--- src/rtl/mem_port_arbiter.sv ---
// mem_port_arbiter: round-robin fetch/data arbiter for a single-port memory, one outstanding access.
// Define MEM_ARB_DATA_PRIO_EN to make data win every tie (fixed priority).
module mem_port_arbiter #(
  parameter int AW = 32,
  parameter int DW = 32,
  parameter int MEM_LAT = 1
) (
  input  logic            clk,
  input  logic            rst,
  input  logic            if_req_valid,
  output logic            if_req_ready,
  input  logic [AW-1:0]   if_req_addr,
  output logic            if_rsp_valid,
  output logic [DW-1:0]   if_rsp_data,
  input  logic            d_req_valid,
  output logic            d_req_ready,
  input  logic [AW-1:0]   d_req_addr,
  input  logic            d_req_we,
  input  logic [DW/8-1:0] d_req_be,
  input  logic [DW-1:0]   d_req_wdata,
  output logic            d_rsp_valid,
  output logic [DW-1:0]   d_rsp_data,
  output logic            mem_en,
  output logic            mem_we,
  output logic [DW/8-1:0] mem_be,
  output logic [AW-1:0]   mem_addr,
  output logic [DW-1:0]   mem_wdata,
  input  logic [DW-1:0]   mem_rdata
);
  typedef enum logic [1:0] {IDLE, ISSUE, WAIT} state_t;
  state_t     r_state;
  logic       r_last_d;
  logic       r_gnt_d;
  logic [3:0] r_cnt;
  logic       w_idle;
  logic       w_gnt_d;
`ifdef MEM_ARB_DATA_PRIO_EN
  assign w_gnt_d = d_req_valid;
`else
  assign w_gnt_d = d_req_valid & (~if_req_valid | ~r_last_d);
`endif
  assign w_idle       = (r_state == IDLE) & ~rst;
  assign d_req_ready  = w_idle & w_gnt_d;
  assign if_req_ready = w_idle & if_req_valid & ~w_gnt_d;
  // mem_* registers double as the latched command; they hold while mem_en is low
  always_ff @(posedge clk) begin
    if (rst) begin
      r_state      <= IDLE;
      r_last_d     <= 1'b1;
      r_gnt_d      <= 1'b0;
      r_cnt        <= '0;
      mem_en       <= 1'b0;
      mem_we       <= 1'b0;
      mem_be       <= '0;
      mem_addr     <= '0;
      mem_wdata    <= '0;
      if_rsp_valid <= 1'b0;
      d_rsp_valid  <= 1'b0;
      if_rsp_data  <= '0;
      d_rsp_data   <= '0;
    end else begin
      mem_en       <= 1'b0;
      if_rsp_valid <= 1'b0;
      d_rsp_valid  <= 1'b0;
      case (r_state)
        IDLE: if (if_req_ready | d_req_ready) begin
          r_gnt_d  <= d_req_ready;
          r_last_d <= d_req_ready;
          mem_en   <= 1'b1;
          mem_we   <= d_req_ready & d_req_we;
          mem_be   <= d_req_ready ? d_req_be : '1;
          mem_addr <= d_req_ready ? d_req_addr : {if_req_addr[AW-1:2], 2'b00};
          if (d_req_ready) mem_wdata <= d_req_wdata;
          r_state  <= ISSUE;
        end
        ISSUE: begin
          r_cnt   <= 4'(MEM_LAT);
          r_state <= WAIT;
        end
        WAIT: begin
          r_cnt <= r_cnt - 4'd1;
          if (r_cnt == 4'd1) begin
            r_state <= IDLE;
            if (r_gnt_d) begin
              d_rsp_valid <= 1'b1;
              d_rsp_data  <= mem_we ? '0 : mem_rdata;
            end else begin
              if_rsp_valid <= 1'b1;
              if_rsp_data  <= mem_rdata;
            end
          end
        end
        default: r_state <= IDLE;
      endcase
    end
  end
endmodule

--- config.mk ---
export PLATFORM = sky130hd
export DESIGN_NAME = mem_port_arbiter
export DESIGN_NICKNAME = d
export VERILOG_FILES = /design/src/rtl/mem_port_arbiter.sv
export SDC_FILE = /design/constraint.sdc
export NUM_CORES = 1
export LEC_CHECK = 0
export ABC_CLOCK_PERIOD_IN_PS = 2050
export BUFFER_PORTS_ARGS = -buffer_cell sky130_fd_sc_hd__buf_2
export CAP_MARGIN = 5
export CELL_PAD_IN_SITES_DETAIL_PLACEMENT = 2
export CELL_PAD_IN_SITES_GLOBAL_PLACEMENT = 2
export CORE_MARGIN = 3
export CORE_UTILIZATION = 24
export CTS_CLUSTER_DIAMETER = 150
export CTS_CLUSTER_SIZE = 14
export DETAILED_ROUTE_END_ITERATION = 8
export HOLD_SLACK_MARGIN = 0.03
export PLACE_DENSITY = 0.77
export SYNTH_ARGS = -nofsm -noshare
export SYNTH_HDL_FRONTEND = slang
export SYNTH_SLANG_ARGS = --single-unit
--- constraint.sdc ---
create_clock -name clk -period 2.05 [get_ports clk]
set_input_delay 0.1025 -clock clk [delete_from_list [all_inputs] [get_ports clk]]
set_output_delay 0.1025 -clock clk [all_outputs]
set_load 0.005 [all_outputs]
* Word level (Yosys, flattened, before mapping)
Index checks and enable logic that the tools add are counted.
Widths: inputs -> output; s select.
** Storage, ports and cells
- Bits in registers :: 144
- Input port bits :: 137
- Output and inout port bits :: 138
- Word-level logic and storage cells :: 54
** Operators by class
- $add $sub $neg :: 1
- Equality and inequality tests :: 5
- Mux-type cells :: 10
- Bitwise gates (word level) :: 16
- Reductions and logical operators :: 9
** Operators by type and width (number)
- $mux 32 :: 2
- $reduce_and 3->1 :: 3
- $not 1->1 :: 8
- $pmux 4 s2 :: 1
- $and 1x1->1 :: 6
- $pmux 2 s3 :: 1
- $eq 4x1->1 const B :: 1
- $mux 2 :: 2
- $mux 4 :: 1
- $reduce_and 2->1 :: 2
- $sub 4x1->4 const B :: 1
- $mux 1 :: 3
- $reduce_or 3->1 :: 1
- $eq 2x1->1 const B :: 1
- $eq 2x2->1 const B :: 1
- $logic_not 2->1 :: 1
- $ne 2x1->1 const B :: 1
- $ne 2x2->1 const B :: 1
- $or 1x1->1 :: 2
- $reduce_bool 2->1 :: 1
- $reduce_or 2->1 :: 1

* Longest topological paths before layout
- Depth in word-level cells :: 8
- Mapped depth :: 9
- Mapped depth without buffers :: 7

* Worst setup path after synthesis
OpenSTA, ideal clock, no wires.
- Path type :: reg2reg
- Start :: reg r_state[0]
- End :: reg mem_addr[22]
- Library setup time :: 0.128 ns
- Data arrival time :: 1.465 ns
- Data required time :: 1.922 ns
- Path slack :: 0.458 ns
- Cell stages (with the launch flop) :: 9
- Buffers on the path :: 2
- Clock period less this slack :: 1.592 ns
- Cell sequence :: dfxtp_1 inv_1 ha_1 nor2b_4 and3_1 buf_2 buf_6 a222oi_1 nor2_1
** Between the ends
- Word-level cells in the longest chain between the ends :: 6
- Elaborated cells between the ends (all ways) :: 8
- Those cells by class :: mux (1); bitwise (5); reduce/logical (2)
** Ends and longest elaborated chain
- from (decl) :: line 31 : state_t r_state;
- from (signal assigned) :: line 48 : r_state <= IDLE;
- from (signal assigned) :: line 74 : r_state <= ISSUE;
- from (signal assigned) :: line 78 : r_state <= WAIT;
- $logic_not 2->1 :: line 42 : assign w_idle = (r_state == IDLE) & ~rst;
- $and 1x1->1 :: line 42
- $and 1x1->1 (2 in a row) :: line 44 : assign if_req_ready = w_idle & if_req_valid & ~w_gnt_d;
- net if_req_ready :: line 11 : output logic if_req_ready,
- $or 1x1->1 :: line 66 : IDLE: if (if_req_ready | d_req_ready) begin
- $reduce_and 2->1 (no source line)
- to (signal assigned) :: line 72 : mem_addr <= d_req_ready ? d_req_addr : {if_req_addr[AW-1:2], 2'b00};
- to (decl) :: line 26 : output logic [AW-1:0] mem_addr,
The timed path passes the listed nets, and every way through them passes these cells.
A chain may end at the register's enable or synchronous reset.

* Worst setup path after layout
- Start :: reg r_state[0]
- End :: out if_req_ready
** Between the ends
- Word-level cells in the longest chain between the ends :: 4
** Ends and longest elaborated chain (line)
- $logic_not 2->1 :: 42
- $and 1x1->1 :: 42
- $and 1x1->1 (2 in a row) :: 44
- to (decl) :: 11
No other way between the ends.

==> impl_metrics.ini <==
[timing]
hold_violations = 0
fin_crit_ns = 1.982
fmax_mhz = 504.4
period_share_pct = 96.71
drv_slew = 0
worst_pin_slew_ns = 0.8078
fin_setup_tns_ns = 0
whs_ns = 0.1157
relSlewSlack_pct = 46.15
clock-skew-final_ns = 0.01435
setup_viol = 0

[flow_run]
cap_violations = 0

[global_routing]
grt_pass1_vias = 6783
grtUsageTotal_pct = 20.22
grt_max_degree = 73
grt_pass1_wl_mm = 38.30
overflow = 0
antenna_found_initial = 5

[layout]
multiInputGateArea_sq_mm = 0.002130
final_common_cell = buf_2
fin_util_pct = 41.47
syn_to_final_growth_pct = 66.18
final_cell_mix = buf_2, nand2_1, dfxtp_1, dlygate4sd3_1, a21oi_1
seq_area_sq_mm = 0.002883
layout.nets = 1140
fillers = 2421
final_layout_size_suffix_gt1_share_pct = 32.74

[floorplanning]
die_x_um = 155.2
core_area_sq_mm = 0.02142
dieArea_sq_mm = 0.02410
fp-row-count = 53
start_util_pct = 24.95
io_pins = 275
die_h_um = 155.2

[power]
p_leak_nw = 3.939
p_total_w = 0.007394
peakVddDrop_mv = 0.4683
power.density_mw_per_mm2 = 832.4

[routing]
first_pass_iters = 8
drc = 0
m1WireLength_mm = 9.786
routed-wl-met2_mm = 13.59
wl_met3_mm = 1.003
vias = 6113
drt-total-wl_mm = 25.34
ant_nets = 0
wl_per_cell_um = 19.64
top_layer = met5
drtIter0Drc = 287
viasPerCell = 4.739

[place]
port_buffers = 272
dpl.hpwl_mm = 14.37
gp_congestion = 0.7631

[clocking]
cts.sinks = 144
htree_levels = 4
clk_latency_ns = 0.42
cts_tree = yes
cts_buffers = 17
cts-root-buf = clkbuf_16
clk_path_buf_depth = 2
clkTransAtPathRegs_ns = 0.06

[synth]
avgSynthCellArea_sq_um = 8.777
synth_cell_types = 35
synth_cells = 609
synthFlopType = dfxtp_1
ys_async_sr_fraction_pct = 0
syn_area_sq_mm = 0.005345
ys_ff_latch = 144
yosys_warnings = 0
ys_seq_area_share_pct = 53.93
syn_nets = 751
synth-edff-count = 0

[critical_path]
path_max_fanout = 31
crit_chain = inv_1, ha_2, nor2b_4, and3_1, buf_12, buf_2
worst_path_largest_cell_delay_ns = 0.33
r2r_setup_slack_ns = 0.11
worst-setup-path-type = reg -> out
start_kind = register
path_buf_inv = 3
cp_slowest_cell = dfxtp_1
end_kind = output port
required_ns = 1.95
crit_family = buffers and inverters
critPathArrivalTime_ns = 1.88

[run_status]
outcome = complete, no violations

[min_path]
holdCritPathClass = in -> reg
-- layout make-up --
class                   count  area share, %
repair buffers            421          32.37
clock buffers              17          4.789
flip-flops and latches    144          32.46
well taps                 275          3.874
clock inverters            15          1.944
multi-input cells         404          23.98
inverters                  10         0.4789
diodes                      4         0.1127
-- stage by stage --
stage | std cells | worst slack [ns] | cell area (sq um)
final | 1290 | 0.06752 | 8882
after global routing | 1290 | -0.01772 | 8882
after CTS | 1283 | 0.02038 | 8837
after detailed placement | 1119 | 0.1730 | 6915
after global placement | 1119 | 0.2459 | 6915
after floorplan | 609 | 0.4577 | 5345
-- synthesized netlist by cell type (2+ instances only) --
cell type | instances | area [sq um]
clkbuf_1 | 20 | 75.07
buf_6 | 10 | 112.6
nand2_1 | 165 | 619.3
o21ai_1 | 10 | 50.05
a22oi_1 | 3 | 22.52
a21oi_1 | 68 | 340.3
o21ai_0 | 26 | 130.1
nand2b_1 | 3 | 18.77
ha_1 | 5 | 62.56
a222oi_1 | 30 | 300.3
nor2_1 | 42 | 157.7
clkbuf_2 | 2 | 10.01
nand3b_1 | 32 | 240.2
buf_2 | 14 | 70.07
buf_4 | 5 | 37.54
dfxtp_1 | 144 | 2883
o221a_2 | 4 | 45.04
inv_1 | 9 | 33.78
-- state kept, by name, indices dropped and copies added, names as in the netlist --
signal,cells
mem_wdata,32
d_rsp_valid,1
mem_be,4
d_rsp_data,32
mem_en,1
r_cnt,4
r_last_d,1
if_rsp_data,32
if_rsp_valid,1
r_gnt_d,1
mem_addr,32
mem_we,1
r_state,2
-- report_power, final --
part	leakage (nW)	total (W)	internal, W	switching (W)
combinational	2.47	0.00112	0.000561	0.000558
clock	0.294	0.00322	0.00184	0.00138
sequential	1.17	0.00306	0.00296	0.000101
-- repair_timing --
action	CTS	global route
cloned	0	0
setup buffers	0	3
endpoints found under the setup margin	1	2
gates resized for setup	1	4
endpoints found under the hold margin	134	0
hold buffers	132	0
-- routing by layer --
metal  up-vias  track usage [%]
met3        56            4.200
met4         2            8.962
met1      2977            21.87
met5         -                0
met2       199            37.77
li1       2879                -
-- worst min-delay path: stages --
cell     delay, ns
buf_2         0.13
nand2_1       0.11
a31o_2        0.15
-- final timing paths --
kind                                     from       endpoint  cells after the start
worst min-delay path             if_req_valid        r_gnt_d                      3
worst max-delay path               r_state[0]   if_req_ready                      6
worst max register to register     r_state[0]    mem_addr[5]                      8
worst min register to register  mem_wdata[16]  mem_wdata[16]                      2
-- cell families after synthesis --
family | after synthesis | share of synthesized area (%)
compound gates | 148 | 17.72
buf+inv | 61 | 6.414
flops | 144 | 53.93
simple gates | 251 | 20.76
fa+ha+maj | 5 | 1.170
Note: power is estimated with default switching activity, not from simulation.
